--- src/rtl/jt08_adpcmb_bridge_pkg.sv ---
// ============================================================================
// jt08_adpcmb_bridge_pkg
// Shared types and helpers for the YM2608 ADPCM-B RAM bridge.
// Revision: 1.0
// ============================================================================
`default_nettype none

package jt08_adpcmb_bridge_pkg;

   localparam int DEF_AW = 18;

   typedef enum logic [1:0] {
      ST_IDLE = 2'd0,
      ST_RD   = 2'd1,
      ST_WR   = 2'd2
   } state_t;

   // Odd byte addresses live on the upper lane of the 16-bit word.
   function automatic logic [7:0] lane_sel(input logic [15:0] word, input logic odd);
      return odd ? word[15:8] : word[7:0];
   endfunction

endpackage

`default_nettype wire

--- src/rtl/jt08_adpcmb_bridge_linebuf.sv ---
// ============================================================================
// jt08_adpcmb_bridge_linebuf
// One-word line buffer: tag/valid/data, hit compare, byte select, byte patch.
// Revision: 1.0
// ============================================================================
`default_nettype none

module jt08_adpcmb_bridge_linebuf
   import jt08_adpcmb_bridge_pkg::*;
#(
   parameter int TW      = DEF_AW - 1,
   parameter bit USE_BUF = 1'b1
) (
   input  logic          clk,
   input  logic          rst,
   input  logic          i_fill,
   input  logic [TW-1:0] i_fill_tag,
   input  logic [15:0]   i_fill_data,
   input  logic          i_patch,
   input  logic [TW-1:0] i_patch_tag,
   input  logic          i_patch_odd,
   input  logic [7:0]    i_patch_byte,
   input  logic [TW-1:0] i_look_tag,
   input  logic          i_look_odd,
   output logic          o_hit,
   output logic [7:0]    o_byte
);

   logic          r_valid;
   logic [TW-1:0] r_tag;
   logic [15:0]   r_data;
   logic          w_patch_hit;

   assign w_patch_hit = i_patch & r_valid & (r_tag == i_patch_tag);

   generate
      if (USE_BUF) begin : g_buf
         always_ff @(posedge clk) begin
            if (rst) begin
               r_valid <= 1'b0;
               r_tag   <= '0;
               r_data  <= '0;
            end else if (i_fill) begin
               r_valid <= 1'b1;
               r_tag   <= i_fill_tag;
               r_data  <= i_fill_data;
            end else if (w_patch_hit) begin
               if (i_patch_odd) r_data[15:8] <= i_patch_byte;
               else             r_data[7:0]  <= i_patch_byte;
            end
         end
      end else begin : g_nobuf
         always_ff @(posedge clk) begin
            r_valid <= 1'b0;
            r_tag   <= '0;
            r_data  <= '0;
         end
      end
   endgenerate

   assign o_hit  = r_valid & (r_tag == i_look_tag);
   assign o_byte = lane_sel(r_data, i_look_odd);

endmodule

`default_nettype wire

--- src/rtl/jt08_adpcmb_bridge.sv ---
// ============================================================================
// jt08_adpcmb_bridge
// YM2608 ADPCM-B RAM pins to 16-bit req/ack memory port, with line buffer.
// Revision: 1.0
// ============================================================================
`default_nettype none

module jt08_adpcmb_bridge
   import jt08_adpcmb_bridge_pkg::*;
#(
   parameter int AW      = DEF_AW,
   parameter bit USE_BUF = 1'b1
) (
   input  logic          clk,
   input  logic          rst,
   input  logic          i_cen,
   input  logic [23:0]   i_adpcmb_addr,
   input  logic          i_adpcmb_roe_n,
   input  logic          i_adpcmb_wr_n,
   input  logic [7:0]    i_adpcmb_dout,
   output logic [7:0]    o_adpcmb_din,
   output logic [AW-2:0] o_mem_addr,
   output logic [15:0]   o_mem_wdata,
   output logic [1:0]    o_mem_be,
   output logic          o_mem_we,
   output logic          o_mem_req,
   input  logic          i_mem_ack,
   input  logic [15:0]   i_mem_rdata,
   output logic          o_busy,
   output logic          o_ovf
);

   state_t          r_state, w_next;
   logic            r_roe_prev, r_wr_prev;
   logic [AW-1:0]   r_last_addr;
   logic            r_rd_pend, r_wr_pend;
   logic [AW-1:0]   r_rd_addr, r_wr_addr;
   logic [7:0]      r_wr_data;
   logic            r_hit_v;
   logic [7:0]      r_hit_byte, r_din;
   logic [AW-2:0]   r_mem_addr;
   logic [15:0]     r_mem_wdata;
   logic [1:0]      r_mem_be;
   logic            r_mem_we, r_ovf;

   logic [AW-1:0]   w_addr;
   logic            w_rd_stb, w_wr_stb, w_hit;
   logic [7:0]      w_hit_byte;
   logic            w_take_hit, w_issue_rd, w_issue_wr, w_rd_done, w_wr_done, w_rd_clr;
   logic            w_unused_addr;

   // Upper chip address bits wrap onto the RAM size.
   assign w_addr        = i_adpcmb_addr[AW-1:0];
   assign w_unused_addr = ^i_adpcmb_addr[23:AW];

   assign w_rd_stb = i_cen & ~i_adpcmb_roe_n & (r_roe_prev | (w_addr != r_last_addr));
   assign w_wr_stb = i_cen & r_wr_prev & ~i_adpcmb_wr_n;

   jt08_adpcmb_bridge_linebuf #(.TW(AW-1), .USE_BUF(USE_BUF)) u_linebuf (
      .clk          (clk),
      .rst          (rst),
      .i_fill       (w_rd_done),
      .i_fill_tag   (r_mem_addr),
      .i_fill_data  (i_mem_rdata),
      .i_patch      (w_wr_done),
      .i_patch_tag  (r_mem_addr),
      .i_patch_odd  (r_mem_be[1]),
      .i_patch_byte (r_mem_wdata[7:0]),
      .i_look_tag   (r_rd_addr[AW-1:1]),
      .i_look_odd   (r_rd_addr[0]),
      .o_hit        (w_hit),
      .o_byte       (w_hit_byte)
   );

   always_ff @(posedge clk) begin
      if (rst) r_state <= ST_IDLE;
      else     r_state <= w_next;
   end

   always_comb begin
      w_next     = r_state;
      w_take_hit = 1'b0;
      w_issue_rd = 1'b0;
      w_issue_wr = 1'b0;
      w_rd_done  = 1'b0;
      w_wr_done  = 1'b0;
      case (r_state)
         ST_IDLE: begin
            if (r_wr_pend) begin
               w_next     = ST_WR;
               w_issue_wr = 1'b1;
            end else if (r_rd_pend) begin
               if (w_hit) begin
                  w_take_hit = 1'b1;
               end else begin
                  w_next     = ST_RD;
                  w_issue_rd = 1'b1;
               end
            end
         end
         ST_RD: if (i_mem_ack) begin
            w_next    = ST_IDLE;
            w_rd_done = 1'b1;
         end
         ST_WR: if (i_mem_ack) begin
            w_next    = ST_IDLE;
            w_wr_done = 1'b1;
         end
         default: w_next = ST_IDLE;
      endcase
   end

   assign w_rd_clr = w_take_hit | w_rd_done;

   always_ff @(posedge clk) begin
      if (rst) begin
         r_roe_prev  <= 1'b1;
         r_wr_prev   <= 1'b1;
         r_last_addr <= '0;
         r_rd_pend   <= 1'b0;
         r_rd_addr   <= '0;
         r_wr_pend   <= 1'b0;
         r_wr_addr   <= '0;
         r_wr_data   <= '0;
         r_hit_v     <= 1'b0;
         r_hit_byte  <= '0;
         r_din       <= '0;
         r_mem_addr  <= '0;
         r_mem_wdata <= '0;
         r_mem_be    <= '0;
         r_mem_we    <= 1'b0;
         r_ovf       <= 1'b0;
      end else begin
         if (i_cen) begin
            r_roe_prev <= i_adpcmb_roe_n;
            r_wr_prev  <= i_adpcmb_wr_n;
         end
         // A slot freeing on this same edge can take the new strobe.
         if (w_rd_stb) begin
            if (r_rd_pend && !w_rd_clr) begin
               r_ovf <= 1'b1;
            end else begin
               r_rd_pend   <= 1'b1;
               r_rd_addr   <= w_addr;
               r_last_addr <= w_addr;
            end
         end else if (w_rd_clr) begin
            r_rd_pend <= 1'b0;
         end
         if (w_wr_stb) begin
            if (r_wr_pend && !w_wr_done) begin
               r_ovf <= 1'b1;
            end else begin
               r_wr_pend <= 1'b1;
               r_wr_addr <= w_addr;
               r_wr_data <= i_adpcmb_dout;
            end
         end else if (w_wr_done) begin
            r_wr_pend <= 1'b0;
         end
         r_hit_v <= w_take_hit;
         if (w_take_hit) r_hit_byte <= w_hit_byte;
         if (r_hit_v)        r_din <= r_hit_byte;
         else if (w_rd_done) r_din <= lane_sel(i_mem_rdata, r_rd_addr[0]);
         if (w_issue_wr) begin
            r_mem_addr  <= r_wr_addr[AW-1:1];
            r_mem_we    <= 1'b1;
            r_mem_be    <= r_wr_addr[0] ? 2'b10 : 2'b01;
            r_mem_wdata <= {r_wr_data, r_wr_data};
         end else if (w_issue_rd) begin
            r_mem_addr  <= r_rd_addr[AW-1:1];
            r_mem_we    <= 1'b0;
            r_mem_be    <= 2'b11;
         end
      end
   end

   assign o_adpcmb_din = r_din;
   assign o_mem_addr   = r_mem_addr;
   assign o_mem_wdata  = r_mem_wdata;
   assign o_mem_be     = r_mem_be;
   assign o_mem_we     = r_mem_we;
   assign o_mem_req    = (r_state != ST_IDLE);
   assign o_busy       = (r_state != ST_IDLE) | r_rd_pend | r_wr_pend | r_hit_v;
   assign o_ovf        = r_ovf;

endmodule

`default_nettype wire

--- config.mk ---
export PLATFORM = sky130hd
export DESIGN_NAME = jt08_adpcmb_bridge
export DESIGN_NICKNAME = d
export VERILOG_FILES = /design/src/rtl/jt08_adpcmb_bridge_pkg.sv /design/src/rtl/jt08_adpcmb_bridge_linebuf.sv /design/src/rtl/jt08_adpcmb_bridge.sv
export SDC_FILE = /design/constraint.sdc
export NUM_CORES = 1
export LEC_CHECK = 0
export BUFFER_PORTS_ARGS = -buffer_cell sky130_fd_sc_hd__buf_4
export CAP_MARGIN = 25
export CORE_UTILIZATION = 56
export DETAILED_ROUTE_END_ITERATION = 16
export GPL_TIMING_DRIVEN = 0
export HOLD_SLACK_MARGIN = 0.1
export PLACE_DENSITY = 0.84
export SYNTH_ARGS = -nofsm -noshare
export SYNTH_HDL_FRONTEND = slang
export SYNTH_SLANG_ARGS = --single-unit
--- constraint.sdc ---
create_clock -name clk -period 3.1 [get_ports clk]
set_input_delay 0.31 -clock clk [delete_from_list [all_inputs] [get_ports clk]]
set_output_delay 0.31 -clock clk [all_outputs]
set_load 0.005 [all_outputs]
== After elaboration in Yosys (flattened, before gate mapping) ==
Index checks and enable logic that the tools add are counted.
Storage, ports and cells
  output and inout bits: 47
  flip-flop bits (word level): 138
  bits of input ports: 54
Operators by class
  equal/unequal tests: 11
  bitwise gates (word level): 16
  reduce and logical (&&, ||, !) cells: 20
  mux-type cells: 43
Operator list (count)
  $mux 8: 6
  $eq 17x17->1: 2
  $mux 17: 2
  $mux 16: 2
  $mux 1: 25
  $ne 18x18->1: 1
  $mux 2: 7
  $reduce_bool 2->1: 7
  $reduce_and 2->1: 6
  $and 1x1->1: 7
  $ne 3x3->1 const B: 2
  $or 1x1->1: 5
  $ne 2x1->1 const B: 2
  $ne 2x2->1 const B: 2
  $not 1->1: 4
  $pmux 2 s2: 1
  $reduce_and 3->1: 1
  $eq 2x1->1 const B: 1
  $eq 2x2->1 const B: 1
  $logic_and 1x1->1: 2
  $logic_not 1->1: 2
  $logic_not 2->1: 1
  $reduce_or 2->1: 1

== Longest topological paths before layout ==
  depth after elaboration: 13
  gate-level depth with buffers: 10
  gate-level depth less buffers: 8

== By module ==
From an unflattened synthesis, not the netlist that was laid out.
Second synthesis, totals
  cells, all modules: 779
  area total of the unflattened synthesis: 6451.2 µm²
Modules (own cells, without submodules)
  jt08_adpcmb_bridge: cells an instance 548, seq. area each 1921.8 µm², times used 1, area each 4425.5 µm²
  jt08_adpcmb_bridge_linebuf: cells an instance 231, seq. area each 680.7 µm², times used 1, area each 2025.7 µm²

== Least setup slack after synthesis ==
OpenSTA, ideal clock, no wires.
  kind: register to register
  start point: register r_state[1]
  end point: register r_mem_addr[10] (netlist: o_mem_addr[10])
  cell stages (with the launch flop): 10
  setup slack: 0.917 ns
  clock period less this slack: 2.183 ns
  arrival: 2.095 ns
  path through: dfxtp_1 inv_1 ha_1 nand2_1 nand3_1 o21ba_1 clkbuf_1 clkbuf_1 nor3_1 a311oi_2
Between the ends
  longest elaborated chain between the ends: 3
RTL lines
  start, declared: RTL line jt08_adpcmb_bridge.sv:33  | state_t r_state, w_next;
  start signal, assigned: RTL line jt08_adpcmb_bridge.sv:77  | else r_state <= w_next;
  $logic_not 2->1 *: RTL line jt08_adpcmb_bridge.sv:87  | case (r_state)
  $mux 1: RTL line jt08_adpcmb_bridge.sv:87
  $mux 17 or $reduce_bool 2->1 (tied branches)
  end signal, assigned: RTL line jt08_adpcmb_bridge.sv:166  | r_mem_addr <= r_wr_addr[AW-1:1];
  end signal, assigned: RTL line jt08_adpcmb_bridge.sv:171  | r_mem_addr <= r_rd_addr[AW-1:1];
  end, declared: RTL line jt08_adpcmb_bridge.sv:41  | logic [AW-2:0] r_mem_addr;
Every way passes the cells marked *; elsewhere a longest branch is shown, timed or not.
A chain may end at the register's enable or synchronous reset.

== Worst setup path after layout ==
  start point: register r_state[1]
  end point: register r_mem_addr[15] (netlist: o_mem_addr[15])
Same word-level chain as after synthesis.

==> flow_metrics.py <==
metrics = {
    "floorplanning": {
        "initial_utilization_pct": 58.09,
        "die_h_um": 105.9,
        "dieArea_um2": 11220,
        "row_count": 37,
        "core_area_um2": 10420,
        "ioPinCount": 101,
        "die_w_um": 105.9,
    },
    "sta": {
        "relSlewSlack_pct": 43.70,
        "hold_viol": 0,
        "grt_setup_unrepaired": "false",
        "holdWs_ps": 130.2,
        "slew_violations": 0,
        "setup_tns_ps": 0,
        "period_share_pct": 93.47,
        "final.setup.worst_slack_ps": 202.4,
        "post-route-min-period_ps": 2898,
        "max_freq_mhz": 345.1,
        "finalSetupViolCount": 0,
        "fin_skew_ps": 8.829,
        "tightest_slew_ps": 844.4,
    },
    "synthesis": {
        "ys_ff_latch": 130,
        "yosysUniqueCellTypes": 44,
        "synth_edf_count": 0,
        "synthDominantCellAreaShare_pct": 43.01,
        "yosys_most_used_dff": "dfxtp_1",
        "syn-mean-instance-area_um2": 8.369,
        "async_flop_share_pct": 0,
        "synthTopCellsByArea": "dfxtp_1, nand2_1, mux2i_1",
        "yosysSeqAreaShare_pct": 43.01,
        "synth_nets": 780,
        "yosys.area.top_type": "dfxtp_1",
        "postSynthCellCount": 723,
        "synthesis.area_um2": 6051,
        "ys_warn_count": 0,
    },
    "global_route": {
        "grt.total_usage_pct": 33.98,
        "antenna_found_initial": 0,
        "grt_pass1_vias": 5921,
        "grt_pass1_wl_um": 29100,
        "overflow": 0,
        "grt_max_degree": 17,
    },
    "cells_and_area": {
        "finalNetCount": 934,
        "drive_above_1_share_pct": 17.19,
        "stdcell_area_um2": 7873,
        "num-fill-cells": 719,
        "final_common_cell": "nand2_1",
        "syn2layout_area_growth_pct": 30.11,
        "antennaDiodeCount": 0,
        "most-common-layout-cells": "nand2_1, dfxtp_1, buf_4, a21oi_1, nor2_1",
    },
    "cts": {
        "htree_levels": 4,
        "clockBufferDepth": 2,
        "cts_made_buffers": 17,
        "cts.clk_slew.worst_paths_ps": 60,
        "clock_latency_ps": 530,
        "clock_sinks": 130,
        "cts_resized": 0,
        "cts-root-buf": "clkbuf_8",
        "cts_tree": "built",
        "postCtsSetupBuffers": 0,
    },
    "worst_setup_path": {
        "r2r-start": "r_state[1]",
        "crit_arrival_ps": 3330,
        "r2r_end": "o_mem_addr[15]",
        "r2r_cells": 9,
        "startpoint_type": "flip-flop",
        "crit_path_max_fanout": 10,
        "crit_end": "o_mem_addr[15]",
        "required_ps": 3530,
        "r2r_slack_ps": 200,
        "critPathLaunch": "r_state[1]",
        "critPathCaptureType": "flip-flop",
        "path_class": "flip-flop to flip-flop",
    },
    "routing": {
        "wl_um": 18380,
        "vias": 5899,
        "dr.pass1.iters": 6,
        "drtAntennaViolNets": 0,
        "wire_per_inst_um": 17.91,
        "via_per_inst": 5.750,
        "drc": 0,
        "drtIter0Drc": 380,
    },
    "min_path": {
        "hold_path_class": "primary input to flip-flop",
    },
    "placed_design": {
        "gp_congestion": 0.9168,
        "placed_cell_area_um2": 6919,
        "place_worst_setup_slack_ps": 375.2,
        "dpl.hpwl_um": 12750,
        "io_buffers": 93,
    },
    "power": {
        "internal_power_uw": 3155,
        "p_per_area_nw_per_um2": 551.9,
        "clock_power_share_pct": 41.1,
        "p_sw_uw": 1190,
        "seq_power_share_pct": 42.9,
        "finalPower_uw": 4345,
        "swShare_pct": 27.38,
        "power_frac_comb_pct": 16.0,
        "power.leakage_uw": 0.003029,
        "vdd_drop_max_mv": 0.4284,
    },
    "run_status": {
        "outcome": "complete, no violations",
    },
    "run": {
        "max-cap-violations": 0,
    },
}
[layer usage]
| metal | vias to the layer above | wire length [um] | global-route usage (%) |
|---|---|---|---|
| met5 | - | 0 | 0 |
| met4 | 0 | 723 | 19.25 |
| met3 | 62 | 1263 | 6.193 |
| met2 | 292 | 9196 | 59.66 |
| met1 | 2771 | 7195 | 38.77 |
| li1 | 2774 | - | - |
[power by group through the flow]
stage	combinational (uW)	clock (uW)	sequential, uW
after floorplan	389	0	1870
after global placement	615	0	1890
after detailed placement	636	0	1890
after CTS	685	1790	1860
after global routing	750	1880	1870
final	696	1780	1870
[cells by family after synthesis]
logic type / after synthesis / synth area share (%)
mux: 35 / 5.790
flops: 130 / 43.01
buf+inv: 66 / 5.169
fa+ha+maj: 3 / 0.6204
xor+xnor: 49 / 7.093
simple gates: 322 / 24.59
compound gates: 118 / 13.73
[through the flow]
step / cells / utilization [%]
6_report: 1026 / 75.58
5_1_grt: 1026 / 75.58
4_1_cts: 1026 / 75.58
3_5_place_dp: 952 / 66.43
3_3_place_gp: 952 / 66.43
2_1_floorplan: 723 / -
[area by class of cell]
class | count | area (um2) | area share, %
Clock buffer | 23 | 476.7 | 6.055
Tap cell | 136 | 170.2 | 2.161
Multi-Input combinational cell | 527 | 3136 | 39.83
Sequential cell | 130 | 2603 | 33.06
Clock inverter | 9 | 56.30 | 0.7152
Inverter | 6 | 22.52 | 0.2861
Buffer | 60 | 290.3 | 3.687
Timing Repair Buffer | 135 | 1119 | 14.21
[worst max-delay path: stages, from the launching register on]
cell and delay, ps:
dfxtp_1 360, inv_1 90, ha_1 260, nand2_1 330, nand3_1 250, o21ba_1 290
clkbuf_1 360, clkbuf_1 460, nor3_1 110, a311oi_2 280
[synthesized netlist by cell type, types with 2 or more instances]
| master | instances |
|---|---|
| nor4_1 | 15 |
| ha_1 | 3 |
| buf_6 | 3 |
| nand2_1 | 145 |
| nor3b_1 | 8 |
| nand2b_1 | 37 |
| or2_1 | 2 |
| dfxtp_1 | 130 |
| inv_1 | 6 |
| a2111oi_0 | 8 |
| buf_4 | 10 |
| nor3_1 | 38 |
| a311oi_1 | 8 |
| a21oi_1 | 63 |
| o21bai_1 | 2 |
| mux2i_1 | 35 |
| nand4_1 | 5 |
| xor2_1 | 31 |
| buf_2 | 4 |
| xnor2_1 | 18 |
| nor2_1 | 57 |
| clkbuf_1 | 37 |
| and3_1 | 2 |
| a211oi_1 | 16 |
| and2_1 | 3 |
| nor2b_1 | 2 |
| a311oi_2 | 9 |
| nand3_1 | 3 |
| buf_1 | 6 |
| o21a_1 | 2 |
| o21ba_1 | 2 |
[flip-flops by register name (all words and copies together) (netlist names), 2 cells and up]
register,count
o_adpcmb_din,8
o_mem_addr,17
o_mem_be,2
o_mem_wdata,8
r_hit_byte,8
r_rd_addr,18
r_state,2
r_wr_addr,18
r_wr_data,8
u_linebuf.r_data,16
u_linebuf.r_tag,17
[how the worst min path moves through the flow]
stage                                 endpoint             from  cells past startpoint  slack [ps]
after CTS                 u_linebuf.r_data[11]  i_mem_rdata[11]                      3         110
after detailed placement          r_wr_data[1]     r_wr_data[1]                      2         450
after floorplan                o_mem_wdata[10]     r_wr_data[2]                      2         430
final                      u_linebuf.r_data[5]   i_mem_rdata[5]                      3         130
after global routing      u_linebuf.r_data[10]  i_mem_rdata[10]                      3         130
after global placement          o_mem_wdata[9]     r_wr_data[1]                      2         440
[timing repair]
action                     4_1_cts  5_1_grt
hold buffers                    42        0
hold endpoints to repair        58        0
setup endpoints to repair        0        0
(Power assumes the default switching activity.)
